**src/rtl/status_reg_t_if.sv**
```systemverilog
// Status-register port bundle: CTRL/ALU side is the master, status_reg_t is the slave.
interface status_reg_t_if;
  logic [7:0] alu_status_i;
  logic       alu_status_we_i;
  logic [2:0] flag_op_i;
  logic       pull_i;
  logic       pull_rti_i;
  logic [7:0] pull_data_i;
  logic       int_entry_i;
  logic       push_brk_i;
  logic       instr_boundary_i;
  logic       irq_n_i;
  logic       nmi_n_i;
  logic       nmi_ack_i;
  logic [7:0] status_o;
  logic [7:0] push_value_o;
  logic       irq_req_o;
  logic       nmi_req_o;

  modport master (
    output alu_status_i, alu_status_we_i, flag_op_i, pull_i, pull_rti_i, pull_data_i,
           int_entry_i, push_brk_i, instr_boundary_i, irq_n_i, nmi_n_i, nmi_ack_i,
    input  status_o, push_value_o, irq_req_o, nmi_req_o
  );

  modport slave (
    input  alu_status_i, alu_status_we_i, flag_op_i, pull_i, pull_rti_i, pull_data_i,
           int_entry_i, push_brk_i, instr_boundary_i, irq_n_i, nmi_n_i, nmi_ack_i,
    output status_o, push_value_o, irq_req_o, nmi_req_o
  );
endinterface

```
**src/rtl/status_reg_t.sv**
```systemverilog
// 6502 processor status register P: flag updates, stack push formatting and interrupt requests.
module status_reg_t #(
  parameter logic [7:0] RESET_P = 8'h24
) (
  input logic          clk_i,
  input logic          rst_i,
  status_reg_t_if.slave bus
);

  typedef enum logic [2:0] {
    OpNone = 3'd0,
    OpClc  = 3'd1,
    OpSec  = 3'd2,
    OpCli  = 3'd3,
    OpSei  = 3'd4,
    OpClv  = 3'd5,
    OpCld  = 3'd6,
    OpSed  = 3'd7
  } flag_op_e;

  // Stored flags; B and bit5 are not real state.
  logic n_q, v_q, d_q, i_q, z_q, c_q;
  logic n_d, v_d, d_d, i_d, z_d, c_d;
  logic i_eff_q, i_eff_d;
  logic nmi_pend_q, nmi_pend_d;
  logic nmi_prev_q;
  logic nmi_edge;
  flag_op_e flag_op;

  assign flag_op = flag_op_e'(bus.flag_op_i);

  // Next-state for P: pull, else ALU then flag op, then interrupt entry forces I.
  always_comb begin
    n_d = n_q;
    v_d = v_q;
    d_d = d_q;
    i_d = i_q;
    z_d = z_q;
    c_d = c_q;
    if (bus.pull_i) begin
      n_d = bus.pull_data_i[7];
      v_d = bus.pull_data_i[6];
      d_d = bus.pull_data_i[3];
      i_d = bus.pull_data_i[2];
      z_d = bus.pull_data_i[1];
      c_d = bus.pull_data_i[0];
    end else begin
      if (bus.alu_status_we_i) begin
        n_d = bus.alu_status_i[7];
        v_d = bus.alu_status_i[6];
        z_d = bus.alu_status_i[1];
        c_d = bus.alu_status_i[0];
      end
      unique case (flag_op)
        OpClc:   c_d = 1'b0;
        OpSec:   c_d = 1'b1;
        OpCli:   i_d = 1'b0;
        OpSei:   i_d = 1'b1;
        OpClv:   v_d = 1'b0;
        OpCld:   d_d = 1'b0;
        OpSed:   d_d = 1'b1;
        default: ;
      endcase
    end
    if (bus.int_entry_i) begin
      i_d = 1'b1;
    end
  end

  // Delayed IRQ mask: samples the pre-update I at opcode fetch; RTI and entry bypass the delay.
  always_comb begin
    i_eff_d = i_eff_q;
    if (bus.instr_boundary_i) begin
      i_eff_d = i_q;
    end
    if (bus.pull_i && bus.pull_rti_i) begin
      i_eff_d = bus.pull_data_i[2];
    end
    if (bus.int_entry_i) begin
      i_eff_d = 1'b1;
    end
  end

  // NMI falling-edge detect; a new edge wins over a coincident ack.
  always_comb begin
    nmi_edge   = nmi_prev_q && !bus.nmi_n_i;
    nmi_pend_d = nmi_edge || (nmi_pend_q && !bus.nmi_ack_i);
  end

  // State registers with asynchronous reset.
  always_ff @(posedge clk_i or posedge rst_i) begin
    if (rst_i) begin
      n_q        <= RESET_P[7];
      v_q        <= RESET_P[6];
      d_q        <= RESET_P[3];
      i_q        <= RESET_P[2];
      z_q        <= RESET_P[1];
      c_q        <= RESET_P[0];
      i_eff_q    <= 1'b1;
      nmi_pend_q <= 1'b0;
      nmi_prev_q <= 1'b1;
    end else begin
      n_q        <= n_d;
      v_q        <= v_d;
      d_q        <= d_d;
      i_q        <= i_d;
      z_q        <= z_d;
      c_q        <= c_d;
      i_eff_q    <= i_eff_d;
      nmi_pend_q <= nmi_pend_d;
      nmi_prev_q <= bus.nmi_n_i;
    end
  end

  // Outputs: bit5 reads 1, B reads 0 except in the pushed byte.
  always_comb begin
    bus.status_o     = {n_q, v_q, 1'b1, 1'b0, d_q, i_q, z_q, c_q};
    bus.push_value_o = bus.status_o | 8'h20 | {3'b000, bus.push_brk_i, 4'b0000};
    bus.irq_req_o    = !bus.irq_n_i && !i_eff_q;
    bus.nmi_req_o    = nmi_pend_q;
  end

endmodule
```
**src/flat_wrapper.sv**
```systemverilog
// flat-port wrapper written by rule: the top's interface ports become plain ports
module status_reg_t_flat 
#(
  parameter logic [7:0] RESET_P = 8'h24
)
  (clk_i, rst_i, bus_alu_status_i, bus_alu_status_we_i, bus_flag_op_i, bus_pull_i, bus_pull_rti_i, bus_pull_data_i, bus_int_entry_i, bus_push_brk_i, bus_instr_boundary_i, bus_irq_n_i, bus_nmi_n_i, bus_nmi_ack_i, bus_status_o, bus_push_value_o, bus_irq_req_o, bus_nmi_req_o);
  status_reg_t_if bus_i ();
  input logic clk_i;
  input logic rst_i;
  input wire logic [$bits(bus_i.alu_status_i)-1:0] bus_alu_status_i;
  input wire logic [$bits(bus_i.alu_status_we_i)-1:0] bus_alu_status_we_i;
  input wire logic [$bits(bus_i.flag_op_i)-1:0] bus_flag_op_i;
  input wire logic [$bits(bus_i.pull_i)-1:0] bus_pull_i;
  input wire logic [$bits(bus_i.pull_rti_i)-1:0] bus_pull_rti_i;
  input wire logic [$bits(bus_i.pull_data_i)-1:0] bus_pull_data_i;
  input wire logic [$bits(bus_i.int_entry_i)-1:0] bus_int_entry_i;
  input wire logic [$bits(bus_i.push_brk_i)-1:0] bus_push_brk_i;
  input wire logic [$bits(bus_i.instr_boundary_i)-1:0] bus_instr_boundary_i;
  input wire logic [$bits(bus_i.irq_n_i)-1:0] bus_irq_n_i;
  input wire logic [$bits(bus_i.nmi_n_i)-1:0] bus_nmi_n_i;
  input wire logic [$bits(bus_i.nmi_ack_i)-1:0] bus_nmi_ack_i;
  output wire logic [$bits(bus_i.status_o)-1:0] bus_status_o;
  output wire logic [$bits(bus_i.push_value_o)-1:0] bus_push_value_o;
  output wire logic [$bits(bus_i.irq_req_o)-1:0] bus_irq_req_o;
  output wire logic [$bits(bus_i.nmi_req_o)-1:0] bus_nmi_req_o;
  assign bus_i.alu_status_i = bus_alu_status_i;
  assign bus_i.alu_status_we_i = bus_alu_status_we_i;
  assign bus_i.flag_op_i = bus_flag_op_i;
  assign bus_i.pull_i = bus_pull_i;
  assign bus_i.pull_rti_i = bus_pull_rti_i;
  assign bus_i.pull_data_i = bus_pull_data_i;
  assign bus_i.int_entry_i = bus_int_entry_i;
  assign bus_i.push_brk_i = bus_push_brk_i;
  assign bus_i.instr_boundary_i = bus_instr_boundary_i;
  assign bus_i.irq_n_i = bus_irq_n_i;
  assign bus_i.nmi_n_i = bus_nmi_n_i;
  assign bus_i.nmi_ack_i = bus_nmi_ack_i;
  assign bus_status_o = bus_i.status_o;
  assign bus_push_value_o = bus_i.push_value_o;
  assign bus_irq_req_o = bus_i.irq_req_o;
  assign bus_nmi_req_o = bus_i.nmi_req_o;
  status_reg_t #(.RESET_P(RESET_P)) u_core (.clk_i(clk_i), .rst_i(rst_i), .bus(bus_i));
endmodule
```
**config.mk**
```make
export PLATFORM = sky130hd
export DESIGN_NAME = status_reg_t_flat
export DESIGN_NICKNAME = d
export VERILOG_FILES = /design/src/rtl/status_reg_t_if.sv /design/src/rtl/status_reg_t.sv /design/src/flat_wrapper.sv
export SDC_FILE = /design/constraint.sdc
export NUM_CORES = 1
export LEC_CHECK = 0
export CAP_MARGIN = 0
export CORE_MARGIN = 2
export CORE_UTILIZATION = 32
export CTS_CLUSTER_SIZE = 30
export DETAILED_ROUTE_END_ITERATION = 8
export PLACE_DENSITY = 0.79
export SLEW_MARGIN = 20
export SYNTH_ARGS = -nofsm -noshare
export SYNTH_HDL_FRONTEND = slang
export SYNTH_SLANG_ARGS = --single-unit
```
**constraint.sdc**
```tcl
create_clock -name clk_i -period 1.2 [get_ports clk_i]
set_input_delay 0.18 -clock clk_i [delete_from_list [all_inputs] [get_ports clk_i]]
set_output_delay 0.18 -clock clk_i [all_outputs]
set_load 0.005 [all_outputs]
```
Word-level counts from Yosys, hierarchy flattened
Index checks and enable logic that the tools add are counted.

storage, ports and cells
  logic and storage cells = 50
  bits of input ports = 30
  output and inout bits = 18
  register bits after elaboration = 9

operators by class
  eq/ne operators = 7
  reductions and logical operators = 15
  muxes and demuxes = 18
  bitwise gates (word level) = 1

operators by type and width
  kind                                                                   number
  1-bit two-way mux                                                      15
  3-bit equality test, second input constant                             4
  3-bit nonzero test                                                     3
  8-bit by 5-bit OR with 8-bit output                                    1
  4-bit nonzero test                                                     2
  3-bit by 2-bit equality test with 1-bit output, second input constant  2
  1-bit case mux with 2 select lines                                     3
  1-bit logical AND                                                      4
  1-bit zero test                                                        4
  3-bit by 1-bit equality test with 1-bit output, second input constant  1
  2-bit nonzero test                                                     1
  1-bit logical OR                                                       1

Longest topological paths before layout
  word-level depth = 4
  depth in mapped cells = 4
  gate-level depth less buffers = 3

Least setup slack after synthesis
No wires, ideal clock.

  path type = register -> register
  start = register u_core.i_q
  end = register u_core.i_eff_q
  path slack = 0.292 ns
  arrival time = 0.824 ns
  stages on the path, launching flop included = 4
  setup time = 0.084 ns
  path through = dfstp_2 > mux2i_1 > a21oi_1 > a311o_1

on the way
  cells in the longest elaborated chain, start to end = 3

ends and longest elaborated chain
  element                   RTL line             source
  start: declaration        status_reg_t.sv:22   logic n_q, v_q, d_q, i_q, z_q, c_q;
  start signal: assignment  status_reg_t.sv:96   i_q <= RESET_P[2];
  start signal: assignment  status_reg_t.sv:106  i_q <= i_d;
  1-bit two-way mux         status_reg_t.sv:73   if (bus.instr_boundary_i) begin
  1-bit two-way mux         status_reg_t.sv:76   if (bus.pull_i && bus.pull_rti_i) begin
  1-bit two-way mux         status_reg_t.sv:79   if (bus.int_entry_i) begin
  end signal: assignment    status_reg_t.sv:109  i_eff_q <= i_eff_d;
  end: declaration          status_reg_t.sv:24   logic i_eff_q, i_eff_d;

No other way between the ends. The select of a mux whose other input is x is not followed.
A chain may end at the register's enable or synchronous reset.

Worst setup path after layout
  start = register u_core.z_q
  end = output bus_status_o[1]

RTL lines
  element                   RTL line             source
  start: declaration        status_reg_t.sv:22
  start signal: assignment  status_reg_t.sv:97   z_q <= RESET_P[1];
  start signal: assignment  status_reg_t.sv:107  z_q <= z_d;
  end: declaration          flat_wrapper.sv:22   output wire logic [$bits(bus_i.status_o)-1:0] bus_status_o;

No word-level cell between the ends.

==> results_dict.tcl <==
set metrics [dict create \
    worstPathRequired_ns 1.02 \
    total_power_w 0.0008555 \
    power_frac_clock_pct 27.7 \
    max_stage_delay_ns 0.37 \
    dieArea_um2 2222 \
    switchingPower_w 0.0002158 \
    rsz0062_at_grt "no" \
    fin_util_pct 54.48 \
    antenna_cells 0 \
    final_common_cell "clkdlybuf4s50_1" \
    crit_chain "buf_4 > clkdlybuf4s15_1" \
    p_comb_share_pct 31.7 \
    swShare_pct 25.23 \
    worstSetupPathType "flip-flop to primary output" \
    gr-total-overflow 0 \
    clkSlewWorstSetupHoldPaths_ns 0.06 \
    die_h_um 47.14 \
    leakagePower_nw 0.4486 \
    viasPerCell 4.307 \
    setup_viol 0 \
    fmax_ghz 0.8742 \
    endpoint_kind "primary output" \
    avgSynthCellArea_um2 9.024 \
    syn-cell-area_um2 595.6 \
    cts_made_buffers 3 \
    synth_seq_cells 9 \
    numPortBuffers 36 \
    hold_buffers 0 \
    synth_cell_types 23 \
    synth_top_area_share_pct 25.21 \
    antenna_found_initial 0 \
    p_per_area_nw_per_um2 899.6 \
    path_buf_inv 2 \
    dpl.hpwl_mm 1.121 \
    worstPathArrival_ns 0.96 \
    drive_gt1_share_pct 23.53 \
    boundaryPins 48 \
    grt_pass1_wl_mm 2.118 \
    period_minus_slack_ns 1.144 \
    layout_common_cells "clkdlybuf4s50_1, buf_4, nand2_1" \
    vias 547 \
    cp-start-kind "flip-flop" \
    drc 0 \
    worst_path_max_delay_cell "dfrtp_1" \
    p_int_w 0.0006397 \
    maxSlewViolCount 0 \
    routed_wl_mm 1.386 \
    cp_top_family "flip-flops" \
    finalHoldViolCount 0 \
    finalCritPeriodShare_pct 95.32 \
    drt-initial-drc-count 3 \
    fin_worst_skew_ns 0.00008527 \
    grt_pass1_vias 540 \
    rows 15 \
    grt_max_degree 10 \
    syn2layout_area_growth_pct 59.66 \
    drv_cap 0 \
    synthFlopType "dfrtp_1" \
    htree_levels 1 \
    first_pass_iters 2 \
    layout.nets 133 \
    clockBufferDepth 2 \
    crit_fanout 2 \
    die_x_um 47.14 \
    hp-class "input port to asynchronous set/reset pin" \
    start_util_pct 34.12 \
    p_seq_share_pct 40.6 \
    drtAntennaViolNets 0 \
    status "completed" \
    gp_congestion 0.8073 \
    cts.sink_count 9 \
    wl_per_cell_um 10.91 \
    clk_root_buffer_cell "clkbuf_4" \
    synth-seq-area-share_pct 38.45 \
    synth_edf_count 0 \
    synth_largest_area_cell "dfrtp_1" \
    tritoncts "done" \
    yosysWarnings 0 \
    grt.total_usage_pct 14.00 \
    coreArea_um2 1745 \
    max-vdd-ir-drop_mv 0.5264 \
    clock_latency_ns 0.26 \
    synthArstFlopShare_pct 100.0 \
    syn_inst 66 \
    synth.area.top_cells "dfrtp_1, buf_4, dfstp_2, mux2i_1, nand2_1" \
]
-- cells by family after synthesis --
family          count (synthesis)  share of synthesized area [%]
buf+inv                        21                          24.79
compound gates                 16                          16.18
simple gates                   12                          8.615
flops                           9                          38.45
mux                             5                          9.243
other cells                     2                          1.261
xor+xnor                        1                          1.471
-- cell usage after synthesis (2+ instances only) --
library cell  number
nor2_1             2
a21oi_1            3
dfstp_2            3
nand2_1            8
o21ai_0            3
inv_1              3
dfrtp_1            6
buf_4             16
conb_1             2
o21ai_1            4
mux2i_1            4
-- worst reg2reg max path, stage by stage (launching register included) --
cell and delay [ns]:
dfrtp_1 0.37, buf_4 0.13, buf_4 0.12, mux2_4 0.26
o21ai_1 0.07, o21ai_1 0.06
-- flip-flops by register name, summed over array words and instances (netlist names) --
signal,cells
u_core.i_eff_q,1
u_core.v_q,1
u_core.z_q,1
u_core.nmi_prev_q,1
u_core.i_q,1
u_core.d_q,1
u_core.c_q,1
u_core.n_q,1
u_core.bus.nmi_req_o,1
-- final timing paths --
path / start / end / slack, ns / cells after the start
max: u_core.z_q / bus_status_o[1] / 0.06 / 2
min in group clk_i: bus_push_brk_i / bus_push_value_o[4] / 0.36 / 0
min reg2reg: u_core.nmi_prev_q / u_core.bus.nmi_req_o / 0.52 / 2
min: rst_i / u_core.n_q / 0.19 / 2
max in group asynchronous: rst_i / u_core.i_q / 0.70 / 2
max reg2reg: u_core.v_q / u_core.v_q / 0.08 / 5
-- layer usage --
layer / vias up / global-route usage, % / routed length (um)
li1: 276 / - / -
met1: 240 / 15.02 / 526
met2: 29 / 24.38 / 715
met3: 2 / 3.462 / 128
met4: 0 / 8.889 / 16
met5: - / 0 / 0
-- cell type report --
cell class / count / area (um^2)
inverter: 3 / 11.26
sequential: 9 / 229.0
fill: 170 / 794.5
clock buffer: 4 / 26.28
timing repair buffer: 49 / 430.4
multi-input combinational: 37 / 222.7
tap: 25 / 31.28
-- power by group through the flow --
stage	Sequential, W	Clock, W	Combinational, W
after floorplan	0.000354	0	0.000138
after global placement	0.000355	0	0.000259
after detailed placement	0.000357	0	0.000267
after CTS	0.000347	0.000249	0.000278
after global routing	0.000350	0.000269	0.000298
final	0.000347	0.000237	0.000271
-- metrics by stage --
stage                     hold slack [ns]  instance area [um^2]  setup WS (ns)  TNS [ns]  instances
final                              0.1899                 950.9        0.05611         0        127
after global routing               0.2325                 950.9       0.003958         0        127
after CTS                          0.1996                 964.7      0.0005702         0        127
after detailed placement           0.3601                 899.6        -0.1312   -0.6344        116
after global placement             0.3601                 899.6        -0.1374   -0.4897        116
after floorplan                  0.005771                 599.3         0.2923         0         67
-- repair_timing --
action                     in CTS  in global routing
buffers inserted                7                  0
hold endpoints to repair        0                  0
resized for setup              23                  4
setup endpoints to repair      14                  4
Note: power is estimated with default switching activity, not from simulation.
